==> config.mk <==
export PLATFORM = sky130hd
export DESIGN_NAME = up_arb
export DESIGN_NICKNAME = d
export VERILOG_FILES = /design/src/rtl/up_arb_pkg.sv /design/src/rtl/up_arb_rr.sv /design/src/rtl/up_arb.sv
export SDC_FILE = /design/constraint.sdc
export NUM_CORES = 1
export LEC_CHECK = 0
export CAP_MARGIN = 20
export CORE_ASPECT_RATIO = 0.7
export CORE_MARGIN = 2
export CORE_UTILIZATION = 30
export DETAILED_ROUTE_END_ITERATION = 6
export SLEW_MARGIN = 10
export SYNTH_ARGS = -nofsm -noshare
export SYNTH_HDL_FRONTEND = slang
export SYNTH_HIERARCHICAL = 1
export SYNTH_SLANG_ARGS = --single-unit
==> constraint.sdc <==
create_clock -name up_clk -period 4.7 [get_ports up_clk]
set_input_delay 0.94 -clock up_clk [delete_from_list [all_inputs] [get_ports up_clk]]
set_output_delay 0.94 -clock up_clk [all_outputs]
set_load 0.02 [all_outputs]
==> src/rtl/up_arb_pkg.sv <==
// Shared constants for the up_* register-port arbiter.
package up_arb_pkg;

  localparam logic [1:0] ST_IDLE  = 2'd0;
  localparam logic [1:0] ST_ISSUE = 2'd1;
  localparam logic [1:0] ST_WAIT  = 2'd2;
  localparam logic [1:0] ST_RESP  = 2'd3;

  localparam logic [31:0] UP_TIMEOUT_DATA = 32'hdeaddead;
  localparam int          CNT_W           = 8;

endpackage

==> src/rtl/up_arb_rr.sv <==
// Combinational round-robin selector: first requester after last_i, wrapping.
module up_arb_rr #(
  parameter int NUM_REQ = 2,
  parameter int GW      = $clog2(NUM_REQ)
) (
  input  logic [NUM_REQ-1:0] req_i,
  input  logic [GW-1:0]      last_i,
  output logic [GW-1:0]      grant_o,
  output logic               any_o
);

  // Walk the distance from farthest to nearest so the nearest hit wins.
  always_comb begin
    grant_o = '0;
    any_o   = 1'b0;
    for (int k = NUM_REQ; k >= 1; k--) begin
      for (int j = 0; j < NUM_REQ; j++) begin
        if (req_i[j] && (j == (int'(last_i) + k) % NUM_REQ)) begin
          grant_o = GW'(j);
          any_o   = 1'b1;
        end
      end
    end
  end

endmodule

==> src/rtl/up_arb.sv <==
// Round-robin arbiter sharing one up_* register port between NUM_REQ requesters.
module up_arb
  import up_arb_pkg::*;
#(
  parameter int NUM_REQ    = 2,
  parameter int ADDR_WIDTH = 14,
  parameter int TIMEOUT    = 16
) (
  input  logic                          up_clk,
  input  logic                          up_rst,
  input  logic [NUM_REQ-1:0]            s_wreq,
  input  logic [NUM_REQ*ADDR_WIDTH-1:0] s_waddr,
  input  logic [NUM_REQ*32-1:0]         s_wdata,
  output logic [NUM_REQ-1:0]            s_wack,
  input  logic [NUM_REQ-1:0]            s_rreq,
  input  logic [NUM_REQ*ADDR_WIDTH-1:0] s_raddr,
  output logic [31:0]                   s_rdata,
  output logic [NUM_REQ-1:0]            s_rack,
  output logic                          m_wreq,
  output logic                          m_rreq,
  output logic [ADDR_WIDTH-1:0]         m_waddr,
  output logic [ADDR_WIDTH-1:0]         m_raddr,
  output logic [31:0]                   m_wdata,
  input  logic                          m_wack,
  input  logic                          m_rack,
  input  logic [31:0]                   m_rdata,
  output logic                          timeout
);

  localparam int GW = $clog2(NUM_REQ);

  logic [NUM_REQ-1:0]                 pend_w_q, pend_r_q;
  logic [NUM_REQ-1:0][ADDR_WIDTH-1:0] waddr_q, raddr_q;
  logic [NUM_REQ-1:0][31:0]           wdata_q;

  logic [1:0]            state_q, state_d;
  logic [GW-1:0]         gnt_q, gnt_d, last_q, last_d;
  logic                  op_wr_q, op_wr_d;
  logic [CNT_W-1:0]      cnt_q, cnt_d;
  logic [31:0]           rdata_q, rdata_d;
  logic                  to_q, to_d;
  logic [ADDR_WIDTH-1:0] m_waddr_q, m_waddr_d, m_raddr_q, m_raddr_d;
  logic [31:0]           m_wdata_q, m_wdata_d;

  logic [GW-1:0]         rr_gnt;
  logic                  rr_any;
  logic [NUM_REQ-1:0]    gnt_oh, wack, rack;
  logic                  ack_match;

  up_arb_rr #(.NUM_REQ(NUM_REQ), .GW(GW)) u_rr (
    .req_i   (pend_w_q | pend_r_q),
    .last_i  (last_q),
    .grant_o (rr_gnt),
    .any_o   (rr_any)
  );

  assign gnt_oh    = NUM_REQ'(1) << gnt_q;
  assign wack      = (state_q == ST_RESP &&  op_wr_q) ? gnt_oh : '0;
  assign rack      = (state_q == ST_RESP && !op_wr_q) ? gnt_oh : '0;
  assign ack_match = op_wr_q ? m_wack : m_rack;

  assign s_wack  = wack;
  assign s_rack  = rack;
  assign s_rdata = (state_q == ST_RESP && !op_wr_q) ? rdata_q : '0;
  assign timeout = (state_q == ST_RESP) && to_q;
  assign m_wreq  = (state_q == ST_ISSUE) &&  op_wr_q;
  assign m_rreq  = (state_q == ST_ISSUE) && !op_wr_q;
  assign m_waddr = m_waddr_q;
  assign m_raddr = m_raddr_q;
  assign m_wdata = m_wdata_q;

  // A pulse loads an empty slot, or one being cleared this cycle; otherwise it is dropped.
  always_ff @(posedge up_clk) begin
    if (up_rst) begin
      pend_w_q <= '0;
      pend_r_q <= '0;
      waddr_q  <= '0;
      raddr_q  <= '0;
      wdata_q  <= '0;
    end else begin
      for (int i = 0; i < NUM_REQ; i++) begin
        if (s_wreq[i] && (!pend_w_q[i] || wack[i])) begin
          pend_w_q[i] <= 1'b1;
          waddr_q[i]  <= s_waddr[i*ADDR_WIDTH +: ADDR_WIDTH];
          wdata_q[i]  <= s_wdata[i*32 +: 32];
        end else if (wack[i]) begin
          pend_w_q[i] <= 1'b0;
        end
        if (s_rreq[i] && (!pend_r_q[i] || rack[i])) begin
          pend_r_q[i] <= 1'b1;
          raddr_q[i]  <= s_raddr[i*ADDR_WIDTH +: ADDR_WIDTH];
        end else if (rack[i]) begin
          pend_r_q[i] <= 1'b0;
        end
      end
    end
  end

  always_comb begin
    state_d   = state_q;
    gnt_d     = gnt_q;
    last_d    = last_q;
    op_wr_d   = op_wr_q;
    cnt_d     = cnt_q;
    rdata_d   = rdata_q;
    to_d      = to_q;
    m_waddr_d = m_waddr_q;
    m_raddr_d = m_raddr_q;
    m_wdata_d = m_wdata_q;
    case (state_q)
      ST_IDLE: begin
        if (rr_any) begin
          gnt_d   = rr_gnt;
          op_wr_d = pend_w_q[rr_gnt];
          cnt_d   = '0;
          to_d    = 1'b0;
          if (pend_w_q[rr_gnt]) begin
            m_waddr_d = waddr_q[rr_gnt];
            m_wdata_d = wdata_q[rr_gnt];
          end else begin
            m_raddr_d = raddr_q[rr_gnt];
          end
          state_d = ST_ISSUE;
        end
      end
      // Counter is 0 in the request cycle, so it reads k in cycle m_req+k.
      ST_ISSUE: begin
        cnt_d = cnt_q + CNT_W'(1);
        if (ack_match) begin
          rdata_d = m_rdata;
          state_d = ST_RESP;
        end else begin
          state_d = ST_WAIT;
        end
      end
      ST_WAIT: begin
        cnt_d = cnt_q + CNT_W'(1);
        if (ack_match) begin
          rdata_d = m_rdata;
          state_d = ST_RESP;
        end else if (cnt_q == CNT_W'(TIMEOUT - 1)) begin
          rdata_d = UP_TIMEOUT_DATA;
          to_d    = 1'b1;
          state_d = ST_RESP;
        end
      end
      default: begin
        last_d  = gnt_q;
        to_d    = 1'b0;
        state_d = ST_IDLE;
      end
    endcase
  end

  always_ff @(posedge up_clk) begin
    if (up_rst) begin
      state_q   <= ST_IDLE;
      gnt_q     <= '0;
      last_q    <= GW'(NUM_REQ - 1);
      op_wr_q   <= 1'b0;
      cnt_q     <= '0;
      rdata_q   <= '0;
      to_q      <= 1'b0;
      m_waddr_q <= '0;
      m_raddr_q <= '0;
      m_wdata_q <= '0;
    end else begin
      state_q   <= state_d;
      gnt_q     <= gnt_d;
      last_q    <= last_d;
      op_wr_q   <= op_wr_d;
      cnt_q     <= cnt_d;
      rdata_q   <= rdata_d;
      to_q      <= to_d;
      m_waddr_q <= m_waddr_d;
      m_raddr_q <= m_raddr_d;
      m_wdata_q <= m_wdata_d;
    end
  end

endmodule

==> out/results.ini <==
[logic_synthesis]
yosysTopAreaCell=dfxtp_1
syn_area_sq_um=9240
synthTopCellsByArea=dfxtp_1, mux2i_1, nor2_1, a211oi_1, clkbuf_1
yosysSeqAreaShare_pct=49.83
ys_ff_latch=230
ys_types=45
yosysWarnings=6
synth_ff_type=dfxtp_1
netlist.area_leader.share_pct=49.83
synthArstFlopShare_pct=0
syn_area_per_cell_sq_um=9.716
syn_nets=1116
netlist_instances=951
synth-edff-count=0

[worst_setup_path]
r2r_cells=6
cp_max_fo=25
worstPathArrival_ns=3.15
end_kind=primary output
worstSetupStartpointType=flip-flop
cp.required_ns=3.76
critical_path_class=flip-flop to primary output

[sta]
holdWs_ns=0.4640
clock.fmax_mhz=244.7
fin_crit_sh_pct=86.95
fin_ws_ns=0.6133
setup_violations=0
hold_viol=0
maxSlewViolCount=0
slew_headroom_pct=37.49
grt_setup_unrepaired=no
fin_crit_ns=4.087
worst_slew_pin_slew_ns=0.9377
finalSetupTns_ns=0
finalClockSkew_ns=0.008999

[finish]
layout_commonest_cell=clkdlybuf4s50_1
fin_nets=1342
fin_cells=1610
drive_gt1_share_pct=5.607
final_cell_mix=clkdlybuf4s50_1, dfxtp_1, nor2_1, mux2i_1, a211oi_1
syn2layout_area_growth_pct=40.43

[drt]
drtAntennaViolNets=0
vias=7336
drt_first_iter_violations=338
vias_per_cell=4.557
avgRoutedWirePerCell_um=16.02
drt_wl_total_mm=25.79
drt_first_pass_iters=6
drc_errors=0

[clock_tree]
clk_pin_slew_ns=0.06
cts_tree=done
cts_sinks=230
htreeDepth=1
cts_root_buffer=clkbuf_16
cts_buffers=24
cts_max_path_buffers=3
clk_latency_ns=0.52
post_cts_buffers=0
hold_buffers=0
cts-resized-gates=0

[grt]
grt_start_max_net_pins=110
overflow=0
grt_pass1_wl_mm=39.83
antenna_found_initial=3
grt_pass1_vias=7236
grt_util_all_layers_pct=15.65

[pwr]
vdd_drop_max_v=0.0002021
switching_share_pct=31.05
p_leak_nw=4.901
p_comb_share_pct=27.2
p_per_area_nw_per_um2=467.5
clock_power_share_pct=32.7
p_switching_mw=1.884
seqPwrFrac_pct=40.2
intPower_mw=4.182

[run]
maxCapViolCount=0

[hold_path]
hold_class=flip-flop to flip-flop
min_path_cells=2

[placement]
port_buffers=258
pre_cts_ws_ns=1.162
gp_congestion=0.7624
placed_cells=1562
dp_hpwl_mm=17.47

[run_status]
status=completed

[floorplanning]
initial_core_util_pct=30.62
die_x_um=213.8
fp-row-count=53
die_y_um=150.8
io_pins=259
dieArea_sq_um=32240
core_area_sq_um=30170

==> cell usage after synthesis (2+ instances only) <==
library cell	instances
dfxtp_1	230
nor2_1	215
mux2i_1	183
a211oi_1	84
clkbuf_1	38
inv_1	32
nor3_1	25
a21oi_1	20
buf_2	20
nand3_1	15
and2_1	12
a22oi_1	10
buf_6	10
ha_1	5
nand2_1	5
o21ai_0	5
xnor2_1	4
a21boi_0	3
buf_4	2
nand3b_1	2
nand4_1	2
nor2b_1	2
nor4_1	2
o21a_1	2
or2_2	2
or3_1	2
==> worst paths after layout <==
check | start | endpoint | slack [ns]
hold / removal | rdata_q[16]$_SDFFE_PP0P_ | rdata_q[16]$_SDFFE_PP0P_ | 0.46
hold reg to reg | rdata_q[16]$_SDFFE_PP0P_ | rdata_q[16]$_SDFFE_PP0P_ | 0.46
setup reg to reg | state_q[0]$_SDFFE_PP0P_ | wdata_q[2]$_SDFFE_PP0P_ | 1.90
setup / recovery | state_q[0]$_SDFFE_PP0P_ | s_rdata[17] | 0.61
==> power by group through the flow <==
stage	Sequential [mW]	Combinational, mW	Clock, mW
floorplan	2.57	0.898	0
detailed placement	2.48	1.65	0
CTS	2.44	1.66	2.04
finish	2.44	1.65	1.98
global route	2.48	1.81	2.13
global placement	2.47	1.64	0
==> logic make-up (layout without fill, tap and decap cells) <==
family / count (synthesis) / in the layout / synth area share, %
compound gates: 130 / 130 / 10.01
xor+xnor: 5 / 5 / 0.4739
fa+ha+maj: 5 / 5 / 0.6770
buf+inv: 104 / 348 / 5.389
flops: 230 / 230 / 49.83
mux: 184 / 184 / 19.95
other cells: 0 / 3 / 0
simple gates: 293 / 293 / 13.68
==> per-layer routing <==
metal / wire length [um] / GRT usage, %
met5: 12 / 0
met4: 437 / 3.264
met3: 2034 / 5.702
met2: 10960 / 23.44
met1: 12350 / 21.56
==> flip-flops by register name (all words and copies together) (netlist names) <==
signal	cells
rdata_q	32
state_q	2
to_q	1
wdata_q	64
pend_w_q	2
waddr_q	28
last_q	1
raddr_q	28
pend_r_q	2
m_raddr	14
cnt_q	8
op_wr_q	1
gnt_q	1
m_waddr	14
m_wdata	32
==> layout make-up <==
type,count,area (sq um)
multi-input combinational,617,4179
tap,412,515.5
sequential,230,4606
antenna,3,7.507
timing repair buffer,271,2726
clock buffer,38,734.5
inverter,33,123.9
fill,2953,17200
clock inverter,6,83.83
==> per-stage QoR <==
stage          util [%]  area, sq um  power, mW
2_1_floorplan         -         9240      3.466
6_report          43.01        12980      6.066
4_1_cts           42.93        12950      6.140
5_1_grt           42.99        12970      6.412
3_5_place_dp      40.22        12130      4.127
3_3_place_gp      40.22        12130      4.111
==> critical path: stages (launching register included) <==
cell             delay, ns
dfxtp_1               0.37
ha_1                  0.58
inv_2                 0.35
nor2_1                0.50
and2_1                0.20
clkdlybuf4s50_1       0.61
No activity file was read; power rests on OpenSTA's default activity.
